## config.mk

```make
export PLATFORM = sky130hd
export DESIGN_NAME = interp_phase_serializer
export DESIGN_NICKNAME = d
export VERILOG_FILES = /design/src/rtl/interp_phase_serializer.sv
export SDC_FILE = /design/constraint.sdc
export NUM_CORES = 1
export LEC_CHECK = 0
export BUFFER_PORTS_ARGS = -buffer_cell sky130_fd_sc_hd__buf_2
export CAP_MARGIN = 5
export CORE_MARGIN = 2
export CORE_UTILIZATION = 59
export DETAILED_ROUTE_END_ITERATION = 10
export PLACE_DENSITY_LB_ADDON = 0.08
export SLEW_MARGIN = 20
export SYNTH_ARGS = -nofsm -noshare
export SYNTH_HDL_FRONTEND = slang
export SYNTH_SLANG_ARGS = --single-unit
```

## constraint.sdc

```tcl
create_clock -name clk -period 6.1 [get_ports clk]
set_input_delay 1.22 -clock clk [delete_from_list [all_inputs] [get_ports clk]]
set_output_delay 1.22 -clock clk [all_outputs]
set_load 0.01 [all_outputs]
```

## src/rtl/interp_phase_serializer.sv

```systemverilog
// interp_phase_serializer
//   Control/collection stage behind the 3-phase, 16-lane interpolation select mux.
//   It steps the mux selects through phases 0, 1 and 2, captures the 16 lane
//   results of each phase into a bank, and streams the 48 samples of a frame
//   one per beat over a valid/ready interface.
//
// Optional build macro:
//   INTERP_PIX_SAT_EN  clamp each captured lane to [0, 2^DATA_WIDTH-1].
//
// Ports:
//   clk        rising-edge clock
//   rst_n      synchronous active-low reset
//   start      pulse, begins one 48-sample frame (ignored unless idle)
//   c0, c1     mux selects, {c1,c0}: phase0=00, phase1=10, phase2=11
//   mux_out    16 packed lanes, lane k at [k*(DATA_WIDTH+2) +: DATA_WIDTH+2]
//   out_data   current sample (signed, DATA_WIDTH+2 bits)
//   out_valid  out_data valid (registered)
//   out_ready  downstream accepts the beat
//   out_phase  phase of the current beat
//   out_last   high on the 48th beat of the frame
//   busy       frame in progress
//   done       one-cycle pulse after the last beat is accepted
module interp_phase_serializer #(
  parameter int DATA_WIDTH    = 8,
  parameter int SETTLE_CYCLES = 1
) (
  input  logic                          clk,
  input  logic                          rst_n,
  input  logic                          start,
  output logic                          c0,
  output logic                          c1,
  input  logic [16*(DATA_WIDTH+2)-1:0]  mux_out,
  output logic signed [DATA_WIDTH+1:0]  out_data,
  output logic                          out_valid,
  input  logic                          out_ready,
  output logic [1:0]                    out_phase,
  output logic                          out_last,
  output logic                          busy,
  output logic                          done
);

  localparam int SW = DATA_WIDTH + 2;
  localparam int CW = (SETTLE_CYCLES > 1) ? $clog2(SETTLE_CYCLES) : 1;

  typedef enum logic [2:0] {
    S_IDLE,
    S_SEL,
    S_CAP,
    S_STREAM,
    S_DONE
  } state_e;

  state_e                state_q, state_d;
  logic [1:0]            phase_q, phase_d;
  logic [3:0]            idx_q, idx_d;
  logic [CW-1:0]         settle_q, settle_d;
  logic signed [SW-1:0]  bank_q [16];
  logic signed [SW-1:0]  bank_d [16];
  logic signed [SW-1:0]  lanes  [16];
  logic                  c0_q, c0_d, c1_q, c1_d;
  logic signed [SW-1:0]  out_data_q, out_data_d;
  logic                  out_valid_q, out_valid_d;
  logic [1:0]            out_phase_q, out_phase_d;
  logic                  out_last_q, out_last_d;
  logic                  busy_q, busy_d;
  logic                  done_q, done_d;

`ifdef INTERP_PIX_SAT_EN
  localparam logic signed [SW-1:0] PIX_MAX = SW'((1 << DATA_WIDTH) - 1);

  function automatic logic signed [SW-1:0] pix_clamp(input logic signed [SW-1:0] v);
    if (v < 0)            return '0;
    else if (v > PIX_MAX) return PIX_MAX;
    else                  return v;
  endfunction
`else
  function automatic logic signed [SW-1:0] pix_clamp(input logic signed [SW-1:0] v);
    return v;
  endfunction
`endif

  always_comb begin
    for (int unsigned k = 0; k < 16; k++) begin
      lanes[k] = pix_clamp(mux_out[k*SW +: SW]);
    end
  end

  // All outputs are computed from the next state so they come straight off flops.
  always_comb begin
    state_d     = state_q;
    phase_d     = phase_q;
    idx_d       = idx_q;
    settle_d    = settle_q;
    bank_d      = bank_q;
    c0_d        = c0_q;
    c1_d        = c1_q;
    out_data_d  = out_data_q;
    out_valid_d = out_valid_q;
    out_phase_d = out_phase_q;
    out_last_d  = out_last_q;
    busy_d      = busy_q;
    done_d      = 1'b0;

    case (state_q)
      S_IDLE: begin
        c0_d        = 1'b0;
        c1_d        = 1'b0;
        busy_d      = 1'b0;
        out_valid_d = 1'b0;
        out_last_d  = 1'b0;
        if (start) begin
          state_d  = S_SEL;
          phase_d  = 2'd0;
          settle_d = '0;
          busy_d   = 1'b1;
        end
      end
      S_SEL: begin
        if (settle_q == CW'(SETTLE_CYCLES - 1)) state_d = S_CAP;
        else                                     settle_d = settle_q + CW'(1);
      end
      S_CAP: begin
        for (int unsigned k = 0; k < 16; k++) bank_d[k] = lanes[k];
        state_d     = S_STREAM;
        idx_d       = 4'd0;
        // The bank is not written until this edge, so lane 0 is forwarded directly.
        out_data_d  = lanes[0];
        out_valid_d = 1'b1;
        out_phase_d = phase_q;
        out_last_d  = 1'b0;
      end
      S_STREAM: begin
        if (out_ready) begin
          if (idx_q == 4'd15) begin
            out_valid_d = 1'b0;
            out_last_d  = 1'b0;
            if (phase_q == 2'd2) begin
              state_d = S_DONE;
              busy_d  = 1'b0;
              done_d  = 1'b1;
              c0_d    = 1'b0;
              c1_d    = 1'b0;
            end else begin
              state_d  = S_SEL;
              phase_d  = phase_q + 2'd1;
              settle_d = '0;
              c1_d     = 1'b1;
              c0_d     = (phase_q == 2'd1);
            end
          end else begin
            idx_d      = idx_q + 4'd1;
            out_data_d = bank_q[idx_q + 4'd1];
            out_last_d = (phase_q == 2'd2) && (idx_q == 4'd14);
          end
        end
      end
      S_DONE: begin
        state_d = S_IDLE;
      end
      default: state_d = S_IDLE;
    endcase
  end

  always_ff @(posedge clk) begin
    if (!rst_n) begin
      state_q     <= S_IDLE;
      phase_q     <= '0;
      idx_q       <= '0;
      settle_q    <= '0;
      for (int unsigned k = 0; k < 16; k++) bank_q[k] <= '0;
      c0_q        <= 1'b0;
      c1_q        <= 1'b0;
      out_data_q  <= '0;
      out_valid_q <= 1'b0;
      out_phase_q <= '0;
      out_last_q  <= 1'b0;
      busy_q      <= 1'b0;
      done_q      <= 1'b0;
    end else begin
      state_q     <= state_d;
      phase_q     <= phase_d;
      idx_q       <= idx_d;
      settle_q    <= settle_d;
      bank_q      <= bank_d;
      c0_q        <= c0_d;
      c1_q        <= c1_d;
      out_data_q  <= out_data_d;
      out_valid_q <= out_valid_d;
      out_phase_q <= out_phase_d;
      out_last_q  <= out_last_d;
      busy_q      <= busy_d;
      done_q      <= done_d;
    end
  end

  assign c0        = c0_q;
  assign c1        = c1_q;
  assign out_data  = out_data_q;
  assign out_valid = out_valid_q;
  assign out_phase = out_phase_q;
  assign out_last  = out_last_q;
  assign busy      = busy_q;
  assign done      = done_q;

endmodule

```

==> impl_metrics.csv <==
group,metric,value,unit
status,run_status,"complete, no violations",
timing,worst_pin_slew,1.052,ns
placement,gp_congestion,0.8350,
critical_path,critPathMaxFanout,61,
critical_path,required,6.43,ns
drt,ant_nets,0,
critical_path,reg2reg_depth,6,
pwr,cellLeakagePower,4.148,nW
yosys,synth_xor_area_share,0.4739,%
timing,worst_clock_skew,0.005839,ns
yosys,synth-async-reset-ratio,0,%
global_routing,grt_pass1_vias,6601,
placement,hpwl,13910,um
floorplan,rows,44,
timing,min_period_over_period,54.20,%
layout,finalNetCount,1283,
yosys,synth_top_cell_area_share,42.97,%
layout,ff_latch_area,3745,um2
layout,antenna_cells,0,
yosys,synthTopCellsByArea,"dfxtp_1, nand2_1, a21boi_0",
floorplan,fp.coreArea,14480,um2
worst_hold_path,min_from,"bank_q[38]",
yosys,synth.mux.area_fraction,9.924,%
drt,via_per_inst,5.408,
clock_network,ctsResizeCount,0,
timing,finalCriticalPeriod,3.306,ns
yosys,synth_cell_type_count,51,
yosys,synth-simple-area-share,20.42,%
drt,drt_pre_antenna_iters,5,
timing,slew_headroom,29.86,%
clock_network,clk_latency,0.44,ns
layout,multi_input_area,4459,um2
layout,syn2layout_area_growth,14.75,%
clock_network,clock_path_buffers,2,
yosys,yosysMostFrequentCell,"nand2_1",
pwr,worst_ir_drop_vdd,0.2362,mV
timing,rsz0062_at_grt,"no",
yosys,synth_edf_count,0,
drt,vias,7090,
yosys,synth_common_cells,"nand2_1, dfxtp_1, a21boi_0",
yosys,synth_compound_area_share,19.42,%
floorplan,io_pins,182,
yosys,syn_inst,988,
clock_network,cts_tree,"built",
yosys,syn_avg_cell_area,8.818,um2
clock_network,cts_hold_buffers,0,
yosys,synth_top_family_by_area,"simple AND/OR/NAND/NOR gates",
yosys,synthFlopType,"dfxtp_1",
yosys,syn_nets,1157,
worst_hold_path,min_to,"bank_q[38]",
global_routing,grt_max_degree,120,
drt,routedWlPerCell,15.61,um
timing,fmax,302.5,MHz
clock_network,cts.sinks,187,
floorplan,dieHeight,125.5,um
drt,wl,20460,um
floorplan,start_util,60.17,%
critical_path,worstReg2RegEnd,"out_data[5]",
layout,fillers,1221,
global_routing,grt_pass1_wl,32860,um
worst_hold_path,hold_path_class,"reg2reg",
drt,drt-initial-drc-count,535,
layout,fin_util,69.05,%
pwr,power_density,282.5,nW/um2
yosys,synth-seq-cells,187,
yosys,synth_area,8712,um2
clock_network,cts.clk_slew.worst_paths,0.06,ns
yosys,yosysWarnings,0,
global_routing,overflow,0,
yosys,synth_top_area_cell,"dfxtp_1",
drt,drc,0,
timing,hold_violations,0,
critical_path,arrival,3.64,ns
clock_network,cts_inserted_buffers,17,
timing,timing.setup.tns,0,ns
worst_hold_path,hold_depth,2,
placement,place_area,9380,um2
clock_network,post_cts_buffers,0,
clock_network,htreeDepth,4,
timing,slew_violations,0,
layout,drive_gt1_share,22.63,%
timing,setup_violations,0,
global_routing,grt_use_total,26.33,%
global_routing,antenna_found_initial,0,
pwr,power.total,2.824,mW
floorplan,fp.dieW,125.5,um
yosys,yosysSeqAreaShare,42.97,%
critical_path,cp-start-kind,"register",
layout,final_cell_area,9997,um2
yosys,synth_fa_ha_area_share,0.7181,%
job,cap_viol_max_count,0,
critical_path,reg2reg_from,"idx_q[0]",
floorplan,die_area,15750,um2
placement,port_buffers,181,
critical_path,critical_path_class,"reg2reg",
critical_path,ff2ff_setup_slack,2.79,ns
clock_network,cts-root-buf,"clkbuf_16",
critical_path,end_kind,"register",
worst max-delay path: stages, from the launching register on:
cell and delay [ns]:
dfxtp_2 0.90, inv_1 0.26, ha_4 0.98, mux4_2 0.40, nand2_1 0.07, and3_1 0.27, o311ai_1 0.28
worst max-delay path by stage:
stage / startpoint / end / cells past startpoint
floorplan: idx_q[0] / out_data[8] / 11
global placement: idx_q[0] / out_data[6] / 6
detailed placement: idx_q[0] / out_data[6] / 6
CTS: idx_q[0] / out_data[5] / 6
global route: idx_q[0] / out_data[5] / 6
finish: idx_q[0] / out_data[5] / 6
placed cells by master, fill, tap and decap left out, types with 5 or more instances in the layout:
| cell type | instances |
|---|---|
| dfxtp_1 | 186 |
| nor2b_1 | 5 |
| a21boi_1 | 80 |
| and2_1 | 6 |
| and3_1 | 12 |
| clkbuf_16 | 17 |
| a21boi_0 | 86 |
| mux4_2 | 19 |
| buf_2 | 180 |
| a22oi_1 | 19 |
| clkbuf_8 | 5 |
| nand2_1 | 360 |
| nor2_1 | 8 |
| o21ai_0 | 9 |
| o311ai_1 | 9 |
| mux2i_1 | 41 |
| nand4b_1 | 10 |
| a21oi_1 | 8 |
| a21oi_2 | 9 |
cell type report:
| cell class | instances | area share (%) |
|---|---|---|
| Inverter | 4 | 0.1502 |
| Clock inverter | 6 | 1.076 |
| Multi-Input combinational cell | 720 | 44.61 |
| Timing Repair Buffer | 184 | 9.312 |
| Clock buffer | 26 | 5.094 |
| Tap cell | 184 | 2.303 |
| Sequential cell | 187 | 37.46 |
metrics by stage:
stage | setup WS, ns | cells | hold slack (ns)
3_5_place_dp | 2.819 | 1279 | 0.4421
6_report | 2.794 | 1311 | 0.4498
4_1_cts | 2.740 | 1311 | 0.4508
3_3_place_gp | 2.835 | 1279 | 0.4385
5_1_grt | 2.519 | 1311 | 0.4676
2_1_floorplan | 3.925 | 988 | 0.4303
logic make-up after synthesis:
logic type	count (synthesis)
fa+ha+maj	5
mux	61
simple gates	424
compound gates	227
buf+inv	81
xor+xnor	3
flops	187
per-layer routing:
layer,track usage [%],up-vias,share of wire (%)
li1,-,3599,-
met4,7.778,0,1.2
met1,34.93,3287,45
met5,0,-,0
met3,5.434,25,5.0
met2,43.59,179,49
registers in the layout, summed over array words and instances, names as in the netlist:
register   flops
out_phase      2
c0             1
out_data      10
out_last       1
out_valid      1
c1             1
done           1
bank_q       160
state_q        3
idx_q          4
busy           1
phase_q        2
power by group:
group	internal (mW)	switching, mW
Combinational	0.143	0.189
Clock	0.698	0.458
Sequential	1.29	0.0426
No activity file was read; power rests on OpenSTA's default activity.
